### config.mk
export PLATFORM = sky130hd
export DESIGN_NAME = vga_sync_gen
export DESIGN_NICKNAME = d
export VERILOG_FILES = /design/src/rtl/vga_sync_gen.sv
export SDC_FILE = /design/constraint.sdc
export NUM_CORES = 1
export LEC_CHECK = 0
export CAP_MARGIN = 25
export CORE_MARGIN = 3
export CORE_UTILIZATION = 56
export CTS_BUF_LIST = sky130_fd_sc_hd__clkbuf_16
export DETAILED_ROUTE_END_ITERATION = 16
export GPL_ROUTABILITY_DRIVEN = 0
export PLACE_DENSITY = 0.83
export SYNTH_ARGS = -nofsm -noshare
export SYNTH_HDL_FRONTEND = slang
export SYNTH_SLANG_ARGS = --single-unit
### constraint.sdc
create_clock -name clk_25mhz -period 4.2 [get_ports clk_25mhz]
set_input_delay 0.42 -clock clk_25mhz [delete_from_list [all_inputs] [get_ports clk_25mhz]]
set_output_delay 0.42 -clock clk_25mhz [all_outputs]
set_load 0.1 [all_outputs]
### src/rtl/vga_sync_gen.sv
// VGA timing generator: free-running horizontal/vertical counters with registered
// sync, blanking and position decodes. All outputs describe the same (h,v) position.
module vga_sync_gen #(
   parameter int   H_ACTIVE    = 640,
   parameter int   H_FP        = 16,
   parameter int   H_SYNC      = 96,
   parameter int   H_BP        = 48,
   parameter int   V_ACTIVE    = 480,
   parameter int   V_FP        = 10,
   parameter int   V_SYNC      = 2,
   parameter int   V_BP        = 33,
   parameter logic SYNC_ACTIVE = 1'b0,
   parameter int   CW          = 10
) (
   input  logic          clk_25mhz,
   input  logic          rst_n,
   output logic          hsync,
   output logic          vsync,
   output logic          video_on,
   output logic [CW-1:0] pixel_x,
   output logic [CW-1:0] pixel_y,
   output logic          line_end,
   output logic          frame_start
);

   localparam int H_TOTAL = H_ACTIVE + H_FP + H_SYNC + H_BP;
   localparam int V_TOTAL = V_ACTIVE + V_FP + V_SYNC + V_BP;

   localparam logic [CW-1:0] C_H_LAST   = CW'(H_TOTAL - 1);
   localparam logic [CW-1:0] C_V_LAST   = CW'(V_TOTAL - 1);
   localparam logic [CW-1:0] C_H_ACT    = CW'(H_ACTIVE);
   localparam logic [CW-1:0] C_V_ACT    = CW'(V_ACTIVE);
   localparam logic [CW-1:0] C_HS_BEG   = CW'(H_ACTIVE + H_FP);
   localparam logic [CW-1:0] C_HS_END   = CW'(H_ACTIVE + H_FP + H_SYNC - 1);
   localparam logic [CW-1:0] C_VS_BEG   = CW'(V_ACTIVE + V_FP);
   localparam logic [CW-1:0] C_VS_END   = CW'(V_ACTIVE + V_FP + V_SYNC - 1);

   logic [CW-1:0] r_h_cnt;
   logic [CW-1:0] r_v_cnt;

   logic w_h_last;
   logic w_v_last;
   logic w_hs_on;
   logic w_vs_on;
   logic w_vis;
   logic w_origin;

   assign w_h_last = (r_h_cnt == C_H_LAST);
   assign w_v_last = (r_v_cnt == C_V_LAST);
   assign w_hs_on  = (r_h_cnt >= C_HS_BEG) && (r_h_cnt <= C_HS_END);
   assign w_vs_on  = (r_v_cnt >= C_VS_BEG) && (r_v_cnt <= C_VS_END);
   assign w_vis    = (r_h_cnt < C_H_ACT) && (r_v_cnt < C_V_ACT);
   assign w_origin = (r_h_cnt == '0) && (r_v_cnt == '0);

   // Outputs are decoded from the pre-edge counter values, so they trail the counters by one cycle.
   always_ff @(posedge clk_25mhz or negedge rst_n) begin
      if (!rst_n) begin
         r_h_cnt     <= '0;
         r_v_cnt     <= '0;
         hsync       <= ~SYNC_ACTIVE;
         vsync       <= ~SYNC_ACTIVE;
         video_on    <= 1'b0;
         pixel_x     <= '0;
         pixel_y     <= '0;
         line_end    <= 1'b0;
         frame_start <= 1'b0;
      end else begin
         if (w_h_last) begin
            r_h_cnt <= '0;
            r_v_cnt <= w_v_last ? '0 : r_v_cnt + 1'b1;
         end else begin
            r_h_cnt <= r_h_cnt + 1'b1;
         end
         hsync       <= w_hs_on ? SYNC_ACTIVE : ~SYNC_ACTIVE;
         vsync       <= w_vs_on ? SYNC_ACTIVE : ~SYNC_ACTIVE;
         video_on    <= w_vis;
         pixel_x     <= r_h_cnt;
         pixel_y     <= r_v_cnt;
         line_end    <= w_h_last;
         frame_start <= w_origin;
      end
   end

endmodule

-- After elaboration in Yosys (flattened, before gate mapping)
Index checks and enable logic that the tools add are counted.
W data, S select, Z words.
- flip-flop bits (word level): 45
- input port bits: 2
- logic and storage cells: 29
- add/sub/neg operators: 2
- magnitude comparators: 6
- equality and inequality tests: 2
- muxes and demuxes: 4
- reduce and logical (&&, ||, !) cells: 6
- operators by type and width (cell ; number):
    $add A10 B1 Y10 const B ; 2
    $eq A10 B10 Y1 const B ; 2
    $logic_not A10 Y1 ; 2
    $mux W10 ; 2
    $ge A10 B10 Y1 const B ; 1
    $ge A10 B9 Y1 const B ; 1
    $le A10 B10 Y1 const B ; 1
    $le A10 B9 Y1 const B ; 1
    $lt A10 B10 Y1 const B ; 1
    $lt A10 B9 Y1 const B ; 1
    $logic_and A1 B1 Y1 ; 4
    $mux W1 ; 2

-- Logic depth before layout (Yosys ltp)
- word-level depth: 3
- mapped depth: 7
- gate-level depth less buffers: 6

-- Worst setup path after synthesis
No wires, ideal clock.
- path type: reg-to-reg
- start: reg r_h_cnt[5]
- end: reg r_v_cnt[4]
- setup time: 0.125 ns
- data arrival time: 1.755 ns
- path slack: 2.320 ns
- stages on the path, launching flop included: 7
- path buffers: 1
- clock period less this slack: 1.880 ns
- cells stage by stage: dfrtp_1 > buf_6 > or3_4 > or3_4 > clkinv_2 > nand4_2 > mux2_4
- word-level cells in the longest chain between the ends: 1
- ends and longest elaborated chain (item ; RTL line ; RTL):
    start: declaration ; 38 ; logic [CW-1:0] r_h_cnt;
    start signal: assignment ; 72 ; r_h_cnt <= r_h_cnt + 1'b1;
    $eq A10 B10 Y1 ; 48 ; assign w_h_last = (r_h_cnt == C_H_LAST);
    end signal: assignment ; 70 ; r_v_cnt <= w_v_last ? '0 : r_v_cnt + 1'b1;
    end: declaration ; 39 ; logic [CW-1:0] r_v_cnt;
Every way passes these cells.
A chain may end at the register's enable or synchronous reset.

-- Worst setup path in the final report
- start: reg vsync
- end: out vsync
- RTL lines (item ; RTL line ; RTL):
    start: declaration ; 18 ; output logic vsync,
    start signal: assignment ; 61 ; vsync <= ~SYNC_ACTIVE;
    start signal: assignment ; 75 ; vsync <= w_vs_on ? SYNC_ACTIVE : ~SYNC_ACTIVE;
No word-level cell between the ends.

==> flow_summary.toml <==
[timing]
slew_violations = 0
rsz0062_at_grt = "no"
max_freq_ghz = 0.428
finalCriticalPeriod_ns = 2.33
fin_ws_ns = 1.87
hold_violations = 0
finalSetupViolations = 0
fin_crit_sh_pct = 55.6
clock_skew_ns = 0.00368
setup-tns-final_ns = 0
worst_slew_pin_slew_ns = 0.973
slew_headroom_pct = 35.0

[floorplanning]
core_mm2 = 0.00285
die_h_um = 61.8
dieArea_mm2 = 0.00381
die_w_um = 61.8
ios = 27
initial_core_util_pct = 61.0
rows = 19

[synth]
synth-xor-area-share_pct = 5.54
synthCells = 138
yosys.cell_count.top_type = "dfrtp_1"
synth_fa_ha_area_share_pct = 3.59
synth_mux_area_share_pct = 0.863
yosysTopAreaCell = "dfrtp_1"
yosys.area.top_type_share_pct = 61.8
syn_area_mm2 = 0.00174
yosys_warnings = 0
synth_commonest_cells = "43 x dfrtp_1, 10 x nand3_1, 10 x nor2_1"
synth-simple-area-share_pct = 18.1
synth_ff_type = "dfrtp_1"
synth_top_family_by_area = "simple AND/OR/NAND/NOR gates"
synth-edff-count = 0
ys_ff_latch = 45
synthArstFlopShare_pct = 100
synthTopCellsByArea = "dfrtp_1 62%, ha_1 3.6%, xnor2_1 3.5%"
synth_compound_area_share_pct = 4.31
avgSynthCellArea_um2 = 12.6
yosys.cell_types.count = 34
seq_area_frac_synth_pct = 64.8
syn-num-nets = 145

[critical_path]
crit_type = "flip-flop to output pin"
worst_setup_path_start_kind = "flip-flop"
crit_buf_inv = 1
critPathTopFamily = "buffers and inverters"
cp.arrival_ns = 1.91
cp_data_required_time_ns = 3.78
cp_cell_sequence = "clkdlybuf4s50_1"
cp_max_fo = 1
cp-end-kind = "output pin"
max_stage_delay_ns = 1.12
critPathSlowestCell = "clkdlybuf4s50_1"

[clock_network]
root_buffer = "clkbuf_16"
path_clk_slew_ns = 0.06
cts_buffers = 5
htree_levels = 2
cts_tree = "built"
clk_path_buf_depth = 2
cts_setup_buffers = 0
cts_sinks = 45
clkLatencyLatePin_ns = 0.28

[grt]
grt_max_degree = 46
antenna_found_initial = 0
grt_first_pass_wirelength_um = 5110
grt.overflow.total = 0
grt_pass1_vias = 1080
gr-usage-all-layers_pct = 19.0

[route]
wl_um = 3070
first_pass_iters = 4
viasPerCell = 5.90
final_antenna_net_count = 0
wl_per_cell_um = 15.2
via_count = 1191
drt_iter0_drc = 70
drc = 0

[placed_design]
dpl_cell_area_mm2 = 0.00201
dp_hpwl_um = 2060
portBuffers = 26
pre_cts_ws_ns = 2.10

[power_and_ir_drop]
ir_worst_vdd_uv = 328
powerDensity_mw_per_mm2 = 369
p_leak_nw = 1.00
total_power_w = 0.000806

[flow_run]
cap_violations = 0

[cells_and_area]
synthToLayoutAreaGrowth_pct = 25.4
diodes = 0
drive_above_1_share_pct = 10.5
fin_area_mm2 = 0.00218
nNetsFinal = 177

[hold_path]
hp-class = "flip-flop to flip-flop"

[outcome]
status = "completed"
[through the flow]
stage / hold WS [ns] / util, % / instances
global route: 0.481 / 76.5 / 202
finish: 0.450 / 76.5 / 202
CTS: 0.315 / 75.5 / 200
global placement: 0.421 / 70.6 / 192
floorplan: 0.124 / - / 138
detailed placement: 0.429 / 70.6 / 192
[power breakdown]
group / switching, W / internal (W) / leakage, nW
clock: 0.000146 / 0.000215 / 0.0748
combinational: 0.00000798 / 0.00000289 / 0.338
sequential: 0 / 0.000434 / 0.593
[state kept, by name (all words and copies together) (netlist names)]
| register | count |
|---|---|
| frame_start | 1 |
| hsync | 1 |
| line_end | 1 |
| pixel_x | 10 |
| pixel_y | 10 |
| r_h_cnt | 10 |
| r_v_cnt | 10 |
| video_on | 1 |
| vsync | 1 |
[cell type report]
type / instances / area, µm²
clock buffer: 5 / 125
clock inverter: 3 / 13.8
inverter: 7 / 27.5
timing repair buffer: 28 / 285
sequential: 45 / 1130
tap: 31 / 38.8
multi-input combinational: 83 / 564
fill: 184 / 669
[placed cells by master (no fill, tap or decap)]
| cell type | count |
|---|---|
| nand4_2 | 1 |
| clkdlybuf4s50_1 | 25 |
| clkbuf_16 | 5 |
| a22o_1 | 1 |
| buf_12 | 1 |
| nor4_2 | 1 |
| or3_4 | 2 |
| buf_2 | 1 |
| o21a_1 | 1 |
| nor3_1 | 4 |
| nand2b_1 | 2 |
| ha_1 | 5 |
| dfrtp_1 | 43 |
| o22ai_1 | 1 |
| a21o_1 | 1 |
| dfstp_2 | 2 |
| and2_1 | 2 |
| xor2_1 | 4 |
| nor4_1 | 4 |
| nor2_1 | 10 |
| dlygate4sd3_1 | 1 |
| nor4b_1 | 2 |
| clkinv_2 | 3 |
| o21ai_0 | 1 |
| and3_1 | 6 |
| nand4_1 | 6 |
| o211ai_1 | 1 |
| xnor2_1 | 7 |
| inv_1 | 7 |
| mux2_4 | 1 |
| nand3_1 | 10 |
| a31oi_1 | 2 |
| a21oi_1 | 2 |
| or2_2 | 1 |
| o21ai_1 | 2 |
| nand2_1 | 3 |
[repair_timing]
| action | in CTS | in global routing |
|---|---|---|
| gates resized for setup | 0 | 0 |
| endpoints found under the hold margin | 0 | 1 |
| hold buffers | 0 | 1 |
[metal layers]
layer	vias to the layer above	wire length, µm	track usage, %
met5	-	0	0
met1	594	1300	26.1
met3	8	191	7.02
met2	42	1540	26.8
met4	0	44	9.39
li1	547	-	-
[worst reg2reg max path, cell delays in order (launching register included)]
cell and delay [ns]:
dfrtp_1 0.43, inv_1 0.15, ha_1 0.16, nor4b_1 0.53, nand3_1 0.34, a21o_1 0.24
a22o_1 0.21
[final timing paths]
path	start	to	slack [ns]	depth (start not counted)
max	vsync	vsync	1.87	1
min in group asynchronous	rst_n	pixel_x[5]	0.46	2
min reg2reg	r_v_cnt[8]	pixel_y[8]	0.45	0
max reg2reg	r_v_cnt[0]	r_v_cnt[3]	2.04	6
min	r_v_cnt[8]	pixel_y[8]	0.45	0
max in group asynchronous	rst_n	vsync	3.28	3
[cells by family after synthesis]
family,count (synthesis)
AND/OR/NAND/NOR,54
flip-flops,45
AO/OA/AOI/OAI,12
XOR/XNOR,11
buffers and inverters,10
adder cells (fa/ha/maj),5
multiplexers,1
(Power assumes the default switching activity.)
